File: src/rtl/alu_sout_tx.sv
// Serial result/error transmitter: shifts 11-bit packets onto sout, 55-bit result or 11-bit error frame.
// Latency: start bit on sout the cycle after an accepted start; done pulses the cycle after the last stop bit.
// Backpressure: none; start is accepted only while busy=0, and a start during busy is dropped. Optional CRC3 via `ALU_TX_CRC_EN.
module alu_sout_tx (
    input  logic        clk,
    input  logic        rst,
    input  logic        start,
    input  logic [31:0] c_in,
    input  logic [3:0]  flags_in,
    input  logic        err_in,
    input  logic [2:0]  err_flags_in,
    output logic        sout,
    output logic        busy,
    output logic        done
);

    typedef enum logic [1:0] {IDLE, DATA, CTL, ERR} state_t;

    state_t      state, state_nxt;
    logic [3:0]  bit_cnt, bit_cnt_nxt;
    logic [1:0]  byte_cnt, byte_cnt_nxt;
    logic        done_nxt;
    logic        capture;

    logic [31:0] c_q;
    logic [3:0]  flags_q;
    logic [2:0]  ef_q;

    logic [7:0]  data_byte;
    logic [10:0] pkt;
    logic [2:0]  crc;
    logic        err_par;

`ifdef ALU_TX_CRC_EN
    // Bit-serial CRC3 (x^3+x+1) unrolled over the 37-bit string; captured regs are stable all frame.
    function automatic logic [2:0] crc3(input logic [36:0] s);
        logic [2:0] r;
        logic       fb;
        r = 3'b000;
        for (int i = 36; i >= 0; i--) begin
            fb = r[2] ^ s[i];
            r  = {r[1], r[0] ^ fb, fb};
        end
        return r;
    endfunction

    assign crc = crc3({c_q, 1'b0, flags_q});
`else
    assign crc = 3'b000;
`endif

    // State, counters, done pulse and captured request fields.
    always_ff @(posedge clk) begin
        if (rst) begin
            state    <= IDLE;
            bit_cnt  <= 4'd0;
            byte_cnt <= 2'd0;
            done     <= 1'b0;
            c_q      <= 32'd0;
            flags_q  <= 4'd0;
            ef_q     <= 3'd0;
        end else begin
            state    <= state_nxt;
            bit_cnt  <= bit_cnt_nxt;
            byte_cnt <= byte_cnt_nxt;
            done     <= done_nxt;
            if (capture) begin
                c_q     <= c_in;
                flags_q <= flags_in;
                ef_q    <= err_flags_in;
            end
        end
    end

    // Next-state: bit_cnt walks 10..0 per packet, byte_cnt selects the data byte.
    always_comb begin
        state_nxt    = state;
        bit_cnt_nxt  = bit_cnt;
        byte_cnt_nxt = byte_cnt;
        done_nxt     = 1'b0;
        capture      = 1'b0;
        case (state)
            IDLE: begin
                if (start) begin
                    capture      = 1'b1;
                    bit_cnt_nxt  = 4'd10;
                    byte_cnt_nxt = 2'd0;
                    state_nxt    = err_in ? ERR : DATA;
                end
            end
            DATA: begin
                if (bit_cnt == 4'd0) begin
                    bit_cnt_nxt = 4'd10;
                    if (byte_cnt == 2'd3) begin
                        byte_cnt_nxt = 2'd0;
                        state_nxt    = CTL;
                    end else begin
                        byte_cnt_nxt = byte_cnt + 2'd1;
                    end
                end else begin
                    bit_cnt_nxt = bit_cnt - 4'd1;
                end
            end
            CTL, ERR: begin
                if (bit_cnt == 4'd0) begin
                    state_nxt = IDLE;
                    done_nxt  = 1'b1;
                end else begin
                    bit_cnt_nxt = bit_cnt - 4'd1;
                end
            end
            default: state_nxt = IDLE;
        endcase
    end

    // Packet assembly for the current state; sout picks the bit under bit_cnt.
    always_comb begin
        data_byte = 8'd0;
        case (byte_cnt)
            2'd0: data_byte = c_q[31:24];
            2'd1: data_byte = c_q[23:16];
            2'd2: data_byte = c_q[15:8];
            2'd3: data_byte = c_q[7:0];
            default: data_byte = 8'd0;
        endcase
        err_par = ^{1'b1, ef_q, ef_q};
        pkt = 11'h7FF;
        case (state)
            DATA:    pkt = {2'b00, data_byte, 1'b1};
            CTL:     pkt = {3'b010, flags_q, crc, 1'b1};
            ERR:     pkt = {3'b011, ef_q, ef_q, err_par, 1'b1};
            default: pkt = 11'h7FF;
        endcase
        sout = (state == IDLE) ? 1'b1 : pkt[bit_cnt];
        busy = (state != IDLE);
    end

endmodule
File: config.mk
export PLATFORM = sky130hd
export DESIGN_NAME = alu_sout_tx
export DESIGN_NICKNAME = d
export VERILOG_FILES = /design/src/rtl/alu_sout_tx.sv
export SDC_FILE = /design/constraint.sdc
export NUM_CORES = 1
export LEC_CHECK = 0
export ABC_AREA = 1
export CAP_MARGIN = 20
export CORE_MARGIN = 2
export CORE_UTILIZATION = 55
export CTS_CLUSTER_SIZE = 16
export DETAILED_ROUTE_END_ITERATION = 6
export PLACE_DENSITY_LB_ADDON = 0.1
export RECOVER_POWER = 100
export SLEW_MARGIN = 40
export SYNTH_ARGS = -nofsm -noshare
export SYNTH_HDL_FRONTEND = slang
export SYNTH_SLANG_ARGS = --single-unit
export TNS_END_PERCENT = 10
File: constraint.sdc
create_clock -name clk -period 5.5 [get_ports clk]
set_input_delay 1.65 -clock clk [delete_from_list [all_inputs] [get_ports clk]]
set_output_delay 1.65 -clock clk [all_outputs]
set_load 0.05 [all_outputs]
==> summary.txt, run 1 <==
GRT
  • GRT overflow: 0
  • Initial antenna violation count: 0
  • GRT Resource Usage Total: 25.3%
  • Number of global-route vias before repair: 2065
  • First-pass GRT wire length: 8930 um
  • Largest net degree at the start of global routing: 45

Pwr
  • Internal Dissipation: 702 uW
  • P per Cell Area: 421 nW/um^2
  • Clock share of power: 19.1%
  • Leak: 1.25 nW
  • Flop pwr share: 41.7%
  • Peak VDD IR: 0.237 mV
  • Psw: 474 uW
  • Sw frac: 40.3%
  • Combinational Power Share: 39.3%

Min path
  • Hold Crit Class: reg -> reg

CTS
  • CTS resizes: 0
  • Clock transition at path regs: 0.08 ns
  • Post-CTS Setup Inserts: 0
  • CTS Hold Buffers Added: 0
  • CTS tree: built
  • Worst-Skew Late Latency: 0.30 ns
  • Total CTS buffers: 5
  • Clock Path Buffers: 2
  • H-tree Lvls: 2
  • Clock tree sinks: 48
  • CTS root buffer: clkbuf_8

Critical path
  • Critical Path Start: byte_cnt[0]
  • Reg2reg setup slack: 3.34 ns
  • WP data required: 3.85 ns
  • Cell mode on critical path: nand2_1
  • Element type at the critical path start: flop
  • Critical Path AT: 2.86 ns
  • Slowest cell on crit path: dlygate4sd3_1
  • Worst setup path class: reg -> out
  • Worst-path cell chain: inv_1, ha_1, inv_1, nor2_1, nor2_1, o21ai_0, nand2_1, nand2_1, nand2_1, nand2_1, nand2_1, nand3_1, nand2_1, dlygate4sd3_1
  • End of the critical path: sout
  • Max incr delay on CP: 0.86 ns
  • Critical path endpoint category: output pin
  • CP max FO: 14
  • Crit Reg-Reg Endpoint: flags_q[3]
  • Worst R2R Path Depth: 6
  • Reg-to-reg startpoint: state[0]

Cells and area
  • Fin nets: 426
  • FILL cells: 387
  • Share of layout cells above drive strength 1: 3.44%
  • Seq. cell area: 961 sq um
  • Final core occ: 69.9%
  • Area Growth Syn to Fin: 22.1%
  • Diode count: 0
  • Area of the multi-input gates: 1150 sq um

Yosys
  • Post-synth top area cell: dfxtp_1
  • Synth top area cells: dfxtp_1 42%, nor2_1 16%, nand2_1 11%, o21ai_0 10%, inv_1 2.8%
  • Syn_nets: 391
  • Syn. warnings: 0
  • Post-synth EDFFs: 0
  • Library cells used by synthesis: 23
  • Post-synth top flop: dfxtp_1
  • Flop and latch count out of synthesis: 48
  • Seq/Total Area, Yosys: 42.0%
  • Post-synth top area share: 42.0%
  • Async S/R FF share, synth: 0%
  • Synth top cells by count: 99 x nor2_1, 69 x nand2_1, 48 x dfxtp_1
  • Mapped Cells: 343
  • Post-Syn Area: 2290 sq um
  • Avg Cell Area, Syn: 6.67 sq um
  • Top-count cell post-synth: nor2_1

STA
  • Rel. slew slack: 22.6%
  • RSZ-0062 raised after global routing: false
  • Setup TNS: 0 ns
  • Final Skew: 0.00545 ns
  • Finish-stage setup viols: 0
  • Crit share post-route: 82.0%
  • Actual slew at the worst max-slew pin: 1.16 ns
  • Worst setup margin: 0.991 ns
  • Fin. Hold Viols: 0
  • Max frequency: 222 MHz
  • Fin crit period: 4.51 ns
  • Final-report max-slew violation count: 0

Placement
  • Setup WS pre-CTS: 1.42 ns
  • PortBufs: 45
  • Post-detail-place hpwl: 3760 um
  • GPL Wtd Cong: 0.942

Drt
  • Avg Vias per Cell: 5.09
  • First-pass DRT Iterations: 4
  • DR vias: 2179
  • Initial DRC Count: 137
  • Wire per inst: 12.5 um
  • # DRC: 0
  • DRT antenna net count: 0
  • Final wirelength: 5340 um

Floorplanning
  • IO Count: 46
  • Placeable Area: 4000 sq um
  • Effective utilization at floorplan: 57.2%
  • DIE HEIGHT: 68.5 um
  • Die Width: 68.5 um
  • Std cell rows: 23
  • Die Area: 4690 sq um

Status
  • Status: completed

Job
  • Max-cap violations: 0
critical path: cells and delay by family (launching register included):
family,cells,cell delay [ns]
AO/OA/AOI/OAI,1,0.10
adder cells (fa/ha/maj),1,0.24
buffers and inverters,3,1.26
flip-flops,1,0.36
AND/OR/NAND/NOR,9,0.59
layout by cell type, fill, tap and decap left out, drive strengths merged, types with 2 or more instances in the layout:
master         synthesis  routed
clkdlybuf4s50          0      40
nand3                 13      13
a21oi                 11      11
clkbuf                 3       7
o21ai                 52      52
nor2                 101     101
nand2                 70      70
ha                     5       5
nand4                  2       2
dfxtp                 48      48
inv                   21      21
dlygate4sd3            0       5
stage by stage:
step / std cells / hold WS [ns] / cell area, sq um / power (mW)
after CTS: 428 / 0.472 / 2800 / 1.18
final: 428 / 0.469 / 2800 / 1.18
after floorplan: 343 / 0.430 / 2290 / 0.846
after global routing: 428 / 0.485 / 2800 / 1.27
after detailed placement: 421 / 0.460 / 2700 / 0.959
after global placement: 421 / 0.458 / 2700 / 0.947
kinds of logic after synthesis:
logic type      after synthesis  synth area share, %
buf+inv                      38                 7.71
flops                        48                 42.0
compound gates               66                 14.8
fa+ha+maj                     5                 2.73
simple gates                186                 32.8
metal layers:
| layer | GRT usage [%] | vias up | wire length [um] |
|---|---|---|---|
| li1 | - | 1152 | - |
| met4 | 8.75 | 0 | 65 |
| met5 | 0 | - | 0 |
| met2 | 41.5 | 56 | 2470 |
| met3 | 5.84 | 9 | 280 |
| met1 | 32.5 | 962 | 2520 |
how the worst min path moves through the flow:
stage                from    endpoint  cells after the start
2_1_floorplan  flags_q[1]  flags_q[1]                      2
3_3_place_gp   flags_q[3]  flags_q[3]                      2
3_5_place_dp   flags_q[1]  flags_q[1]                      2
4_1_cts        flags_q[1]  flags_q[1]                      2
5_1_grt        flags_q[1]  flags_q[1]                      2
6_report       flags_q[1]  flags_q[1]                      2
registers in the layout, summed over array words and instances (netlist names):
signal	flops
bit_cnt	4
byte_cnt	2
c_q	32
done	1
ef_q	3
flags_q	4
state	2
area by class of cell:
class                      count  area share [%]
inverter                      21            2.82
clock buffer                   7            3.45
multi-input combinational    257            41.0
tap                           50            2.24
timing repair buffer          45            16.1
sequential                    48            34.4
power by group through the flow:
stage                     clock (mW)  sequential [mW]  combinational, mW
after floorplan                    0            0.473              0.373
after global placement             0            0.496              0.451
after detailed placement           0            0.496              0.463
final                          0.224            0.490              0.462
after global routing           0.243            0.501              0.526
after CTS                      0.227            0.489              0.466
No activity file was read; power rests on OpenSTA's default activity.
==> run 2: changes to the inputs <==
--- a/config.mk
+++ b/config.mk
@@ -8,7 +8,7 @@
 export ABC_AREA = 1
 export CAP_MARGIN = 20
 export CORE_MARGIN = 2
-export CORE_UTILIZATION = 55
+export CORE_UTILIZATION = 46
 export CTS_CLUSTER_SIZE = 16
 export DETAILED_ROUTE_END_ITERATION = 6
 export PLACE_DENSITY_LB_ADDON = 0.1
==> constraint.sdc (replaced) <==
create_clock -name clk -period 3.97 [get_ports clk]
set_input_delay 1.191 -clock clk [delete_from_list [all_inputs] [get_ports clk]]
set_output_delay 1.191 -clock clk [all_outputs]
set_load 0.05 [all_outputs]
==> summary.txt, run 2 (same netlist as run 1, synthesis figures left out) <==
CTS
  • Clock tree sinks: 48
  • H-tree Lvls: 2
  • CTS tree: built
  • Clock Path Buffers: 2
  • Post-CTS Setup Inserts: 0
  • CTS root buffer: clkbuf_8
  • Total CTS buffers: 5
  • Worst-Skew Late Latency: 0.30 ns
  • Clock transition at path regs: 0.08 ns

Cells and area
  • Layout Cells excl Fill: 447
  • Diode count: 0
  • Area Growth Syn to Fin: 24.4%
  • Max reg flops: 32
  • Fin nets: 427
  • Biggest regs: c_q x32, bit_cnt x4, flags_q x4
  • Biggest register: c_q
  • Share of layout cells above drive strength 1: 3.95%
  • Most frequent cells in the layout: 99 x nor2_1, 69 x nand2_1, 48 x o21ai_0, 48 x dfxtp_1, 40 x clkdlybuf4s50_1
  • Commonest non-fill, non-tap cell in the layout: nor2_1

GRT
  • Busiest grt layer: met2
  • GRT Resource Usage Total: 20.8%
  • Met1 Usage GRT: 29.5%
  • Initial antenna violation count: 0
  • First-pass GRT wire length: 8890 um
  • Number of global-route vias before repair: 1936
  • Largest net degree at the start of global routing: 44
  • GRT overflow: 0
  • M3 GR Usage: 5.28%
  • Grt met2 use: 31.5%

STA
  • Fin crit period: 3.61 ns
  • Rel. slew slack: 21.0%
  • Setup TNS: 0 ns
  • Finish-stage setup viols: 0
  • RSZ-0062 raised after global routing: false
  • Crit share post-route: 91.0%
  • Actual slew at the worst max-slew pin: 1.18 ns
  • Final Skew: 0.00655 ns
  • Max frequency: 277 MHz
  • Final-report max-slew violation count: 0
  • Fin. Hold Viols: 0

Floorplanning
  • IO Count: 46
  • Die Width: 74.5 um
  • DIE HEIGHT: 74.5 um
  • Die Area: 5550 sq um
  • Effective utilization at floorplan: 48.1%
  • Placeable Area: 4750 sq um
  • Std cell rows: 25

Drt
  • DRT antenna net count: 0
  • # DRC: 0
  • DR vias: 2136
  • Final wirelength: 5270 um
  • Wire per inst: 11.8 um
  • First-pass DRT Iterations: 4
  • Initial DRC Count: 112
  • Avg Vias per Cell: 4.78

Critical path
  • Reg2reg setup slack: 1.77 ns
  • CP max FO: 14
  • Element type at the critical path start: flop
  • Worst R2R Path Depth: 6
  • Critical Path AT: 2.42 ns
  • Worst setup path class: reg -> out
  • Critical path endpoint category: output pin
  • WP data required: 2.78 ns
  • Crit Reg-Reg Endpoint: flags_q[3]
  • Reg-to-reg startpoint: state[0]

Min path
  • Worst Min Path Start: flags_q[1]
  • Hold path depth: 2
  • WHS Endpoint: flags_q[1]
  • Hold Crit Class: reg -> reg

Pwr
  • Peak VDD IR: 0.331 mV
  • Pwr Total: 1.69 mW
  • Leak: 1.26 nW
  • P per Cell Area: 592 nW/um^2

Status
  • Status: completed

Placement
  • GPL Wtd Cong: 0.934
  • Post-detail-place hpwl: 3740 um
  • PortBufs: 45
  • Dpl cells: 439

Job
  • Max-cap violations: 0
==> run 2: power by group <==
part / leakage (nW) / internal, mW / switching (mW)
clock network: 0.0645 / 0.222 / 0.159
registers: 0.397 / 0.594 / 0.0854
logic: 0.802 / 0.219 / 0.408
total: 1.26 / 1.04 / 0.652
==> run 2: how the worst max path moves through the flow <==
| stage | start | endpoint | slack, ns | cells after the start |
|---|---|---|---|---|
| after CTS | byte_cnt[0] | sout | 0.02 | 14 |
| after global routing | byte_cnt[0] | sout | 0.06 | 14 |
| after detailed placement | byte_cnt[0] | sout | 0.36 | 14 |
| after global placement | byte_cnt[0] | sout | 0.45 | 14 |
| after floorplan | byte_cnt[0] | sout | 1.11 | 12 |
| final | byte_cnt[0] | sout | 0.36 | 14 |
==> run 2: cell type report <==
class	count	area, sq um
multi-input cells	257	1150
repair buffers	46	452
well taps	67	83.8
inverters	21	78.8
fillers	501	1910
clock inverters	1	30.0
clock buffers	7	96.3
flip-flops and latches	48	961
==> run 2: repair_timing <==
item | 4_1_cts | 5_1_grt
hold buffers | 0 | 0
gates resized for setup | 0 | 1
setup endpoints to repair | 0 | 1
==> run 2: per-layer routing <==
metal	share of wire [%]	up-vias
met2	41	57
met4	1.7	0
met3	5.3	8
met5	0	-
li1	-	1162
met1	51	909
==> run 2: worst max-delay path, stage by stage, from the launching register on <==
cell      delay (ns)
dfxtp_1         0.36
inv_1           0.10
ha_1            0.24
inv_1           0.29
nor2_1          0.07
nor2_1          0.08
o21ai_0         0.09
nand2_1         0.07
nand2_1         0.05
nand2_1         0.05
nand2_1         0.05
nand2_1         0.05
nand3_1         0.08
nand2_1         0.07
clkbuf_1        0.46
==> run 2: per-stage QoR <==
| stage | hold WS (ns) | util (%) | instance area (sq um) | worst slack [ns] |
|---|---|---|---|---|
| 2_1_floorplan | 0.430 | - | 2290 | 1.11 |
| 3_3_place_gp | 0.446 | 57.5 | 2730 | 0.452 |
| 3_5_place_dp | 0.461 | 57.5 | 2730 | 0.363 |
| 4_1_cts | 0.472 | 60.1 | 2860 | 0.0245 |
| 5_1_grt | 0.495 | 59.9 | 2850 | 0.0588 |
| 6_report | 0.465 | 59.9 | 2850 | 0.359 |
==> variant (config.mk and constraints of run 2) <==
Register the inputs `start`, `c_in`, `flags_in`, `err_in` and `err_flags_in` before use. The logic sees them one clock later. Comments in the files are not updated.
--- a/src/rtl/alu_sout_tx.sv
+++ b/src/rtl/alu_sout_tx.sv
@@ -17,2 +17,16 @@
     typedef enum logic [1:0] {IDLE, DATA, CTL, ERR} state_t;
+
+    logic start_q;
+    logic [31:0] c_r;
+    logic [3:0] flags_r;
+    logic err_q;
+    logic [2:0] err_flags_q;
+
+    always_ff @(posedge clk) begin
+        start_q     <= start;
+        c_r         <= c_in;
+        flags_r     <= flags_in;
+        err_q       <= err_in;
+        err_flags_q <= err_flags_in;
+    end
 
@@ -67,5 +81,5 @@
             if (capture) begin
-                c_q     <= c_in;
-                flags_q <= flags_in;
-                ef_q    <= err_flags_in;
+                c_q     <= c_r;
+                flags_q <= flags_r;
+                ef_q    <= err_flags_q;
             end
@@ -83,3 +97,3 @@
             IDLE: begin
-                if (start) begin
+                if (start_q) begin
                     capture      = 1'b1;
@@ -87,3 +101,3 @@
                     byte_cnt_nxt = 2'd0;
-                    state_nxt    = err_in ? ERR : DATA;
+                    state_nxt    = err_q ? ERR : DATA;
                 end
Function: changed (Yosys sat finds a counterexample within 4 cycles, from zero or initial values and one cycle with rst high).
==> variant against run 2 <==
  * The flow now finishes with violations (max-capacitance violations, max-slew violations)
  * Total power rose by 38%
  * Worst setup slack improved by 0.080 ns
  * Design area rose by 36%
  * Sequential cell count rose by 41
  * Maximum frequency rose by 2.3%
  * Synthesized area rose by 40%
  * Via count rose by 12%
  * Wire length rose by 15%
  * Largest cell class is now registers
==> variant: results (changes against run 2) <==
----------------------------------------------------
[Hold path]
  Worst min-delay path endpoint ... c_q[0]
  Beginning of the worst hold path ... c_r[0]

[Run status]
  Failing checks ... max-capacitance violations, max-slew violations
  Outcome ... complete, but fails checks

[Synth]
  Leading post-synthesis cells by instance count ... sky130_fd_sc_hd__nor2_1, sky130_fd_sc_hd__dfxtp_1, sky130_fd_sc_hd__nand2_1, sky130_fd_sc_hd__o21ai_1, sky130_fd_sc_hd__o21ai_0
  Top area cells in the synthesized netlist ... sky130_fd_sc_hd__dfxtp_1, sky130_fd_sc_hd__nor2_1, sky130_fd_sc_hd__nand2_1
  Syn Nets ... 432 (+10%)
  Sequential fraction of the synthesis area ... 0.556 (+0.136)

[STA]
  Layout Skew ... 0.00743 ns (+0.000877 ns)
  Min Clock Period, post-route ... 3.53 ns (-0.0799 ns)
  Number of pins with negative max-slew slack in the final report ... 44 (+44)

[Clock network]
  H-tree Lvls ... 3 (+1)
  Worst skew pair latency ... 0.35 ns (+0.05 ns)

[Final layout]
  Layout cells sized above 1 ... 0.0678 (+0.0283)
  Total Nets Final ... 471 (+10%)
  Registers with the highest flip-flop counts ... c_q x32, c_r x32

[Detailed routing]
  Initial detailed-routing violation count ... 143 (+28%)
  Vias after detailed routing ... 2,402 (+12%)

[Placement]
  Setup Slack @ Placement ... 0.517 ns (+0.154 ns)
  Detailed placer's ending HPWL ... 4090 um (+9.4%)
  Final weighted congestion in routability-driven placement ... 0.886 (-5.2%)

[Setup path]
  Worst reg2reg setup slack ... 1.43 ns (-0.34 ns)
  Reg2reg end ... flags_q[1]

[Power]
  Lkg Pwr ... 1.69 nW (+34%)
  Maximum vdd drop ... 334 uV (+0.85%)

[Job]
  Max-cap check violation count ... 1 (+1)

[Global routing]
  Number of global-route vias before repair ... 2,269 (+17%)
  GRT Overall Usage ... 0.180 (-0.0284)

----------------------------------------------------
[variant: changes by cell type after synthesis, moves of 3 or more]
cell	before	now
sky130_fd_sc_hd__dfxtp_1	48	89
sky130_fd_sc_hd__nand2_1	69	66
sky130_fd_sc_hd__o21ai_0	47	16
sky130_fd_sc_hd__inv_2	4	8
sky130_fd_sc_hd__o21ai_1	5	32
sky130_fd_sc_hd__nor2_1	99	96
sky130_fd_sc_hd__buf_12	0	4
[variant: layout make-up]
type                    count  area (um^2)
inverters                  24         91.3
clock buffers              10          138
multi-input cells         253         1170
fillers                   644         2890
well taps                  80          100
clock inverters             6          136
repair buffers             46          448
flip-flops and latches     89         1780
[variant: through the flow]
| step | total power, W | instances | cell area (um^2) | utilization |
|---|---|---|---|---|
| global placement | 0.00156 | 492 | 3600 | 0.534 |
| global route | 0.00248 | 508 | 3870 | 0.572 |
| finish | 0.00233 | 508 | 3870 | 0.572 |
| floorplan | 0.00147 | 384 | 3210 | - |
| detailed placement | 0.00156 | 492 | 3600 | 0.534 |
| CTS | 0.00238 | 508 | 3880 | 0.574 |
[variant: cell families (layout without fill, tap and decap cells)]
kind of cell	Yosys count	count (layout)	synth area share
AO/OA/AOI/OAI	66	66	0.112
adder cells (fa/ha/maj)	5	5	0.0195
buffers and inverters	42	86	0.0788
flip-flops	89	89	0.556
AND/OR/NAND/NOR	182	182	0.234
[variant: metal layers]
metal,wire [um],global-route usage,vias up
met4,97,0.0671,0
met3,218,0.0578,6
met2,2590,0.263,36
met1,3160,0.247,1063
li1,-,-,1297
met5,0,0,-
[variant: report_power, final]
| group | total (W) | internal (W) | switching (W) |
|---|---|---|---|
| logic | 0.000446 | 0.000161 | 0.000285 |
| registers | 0.00107 | 0.000999 | 0.0000738 |
| clock network | 0.000815 | 0.000501 | 0.000315 |
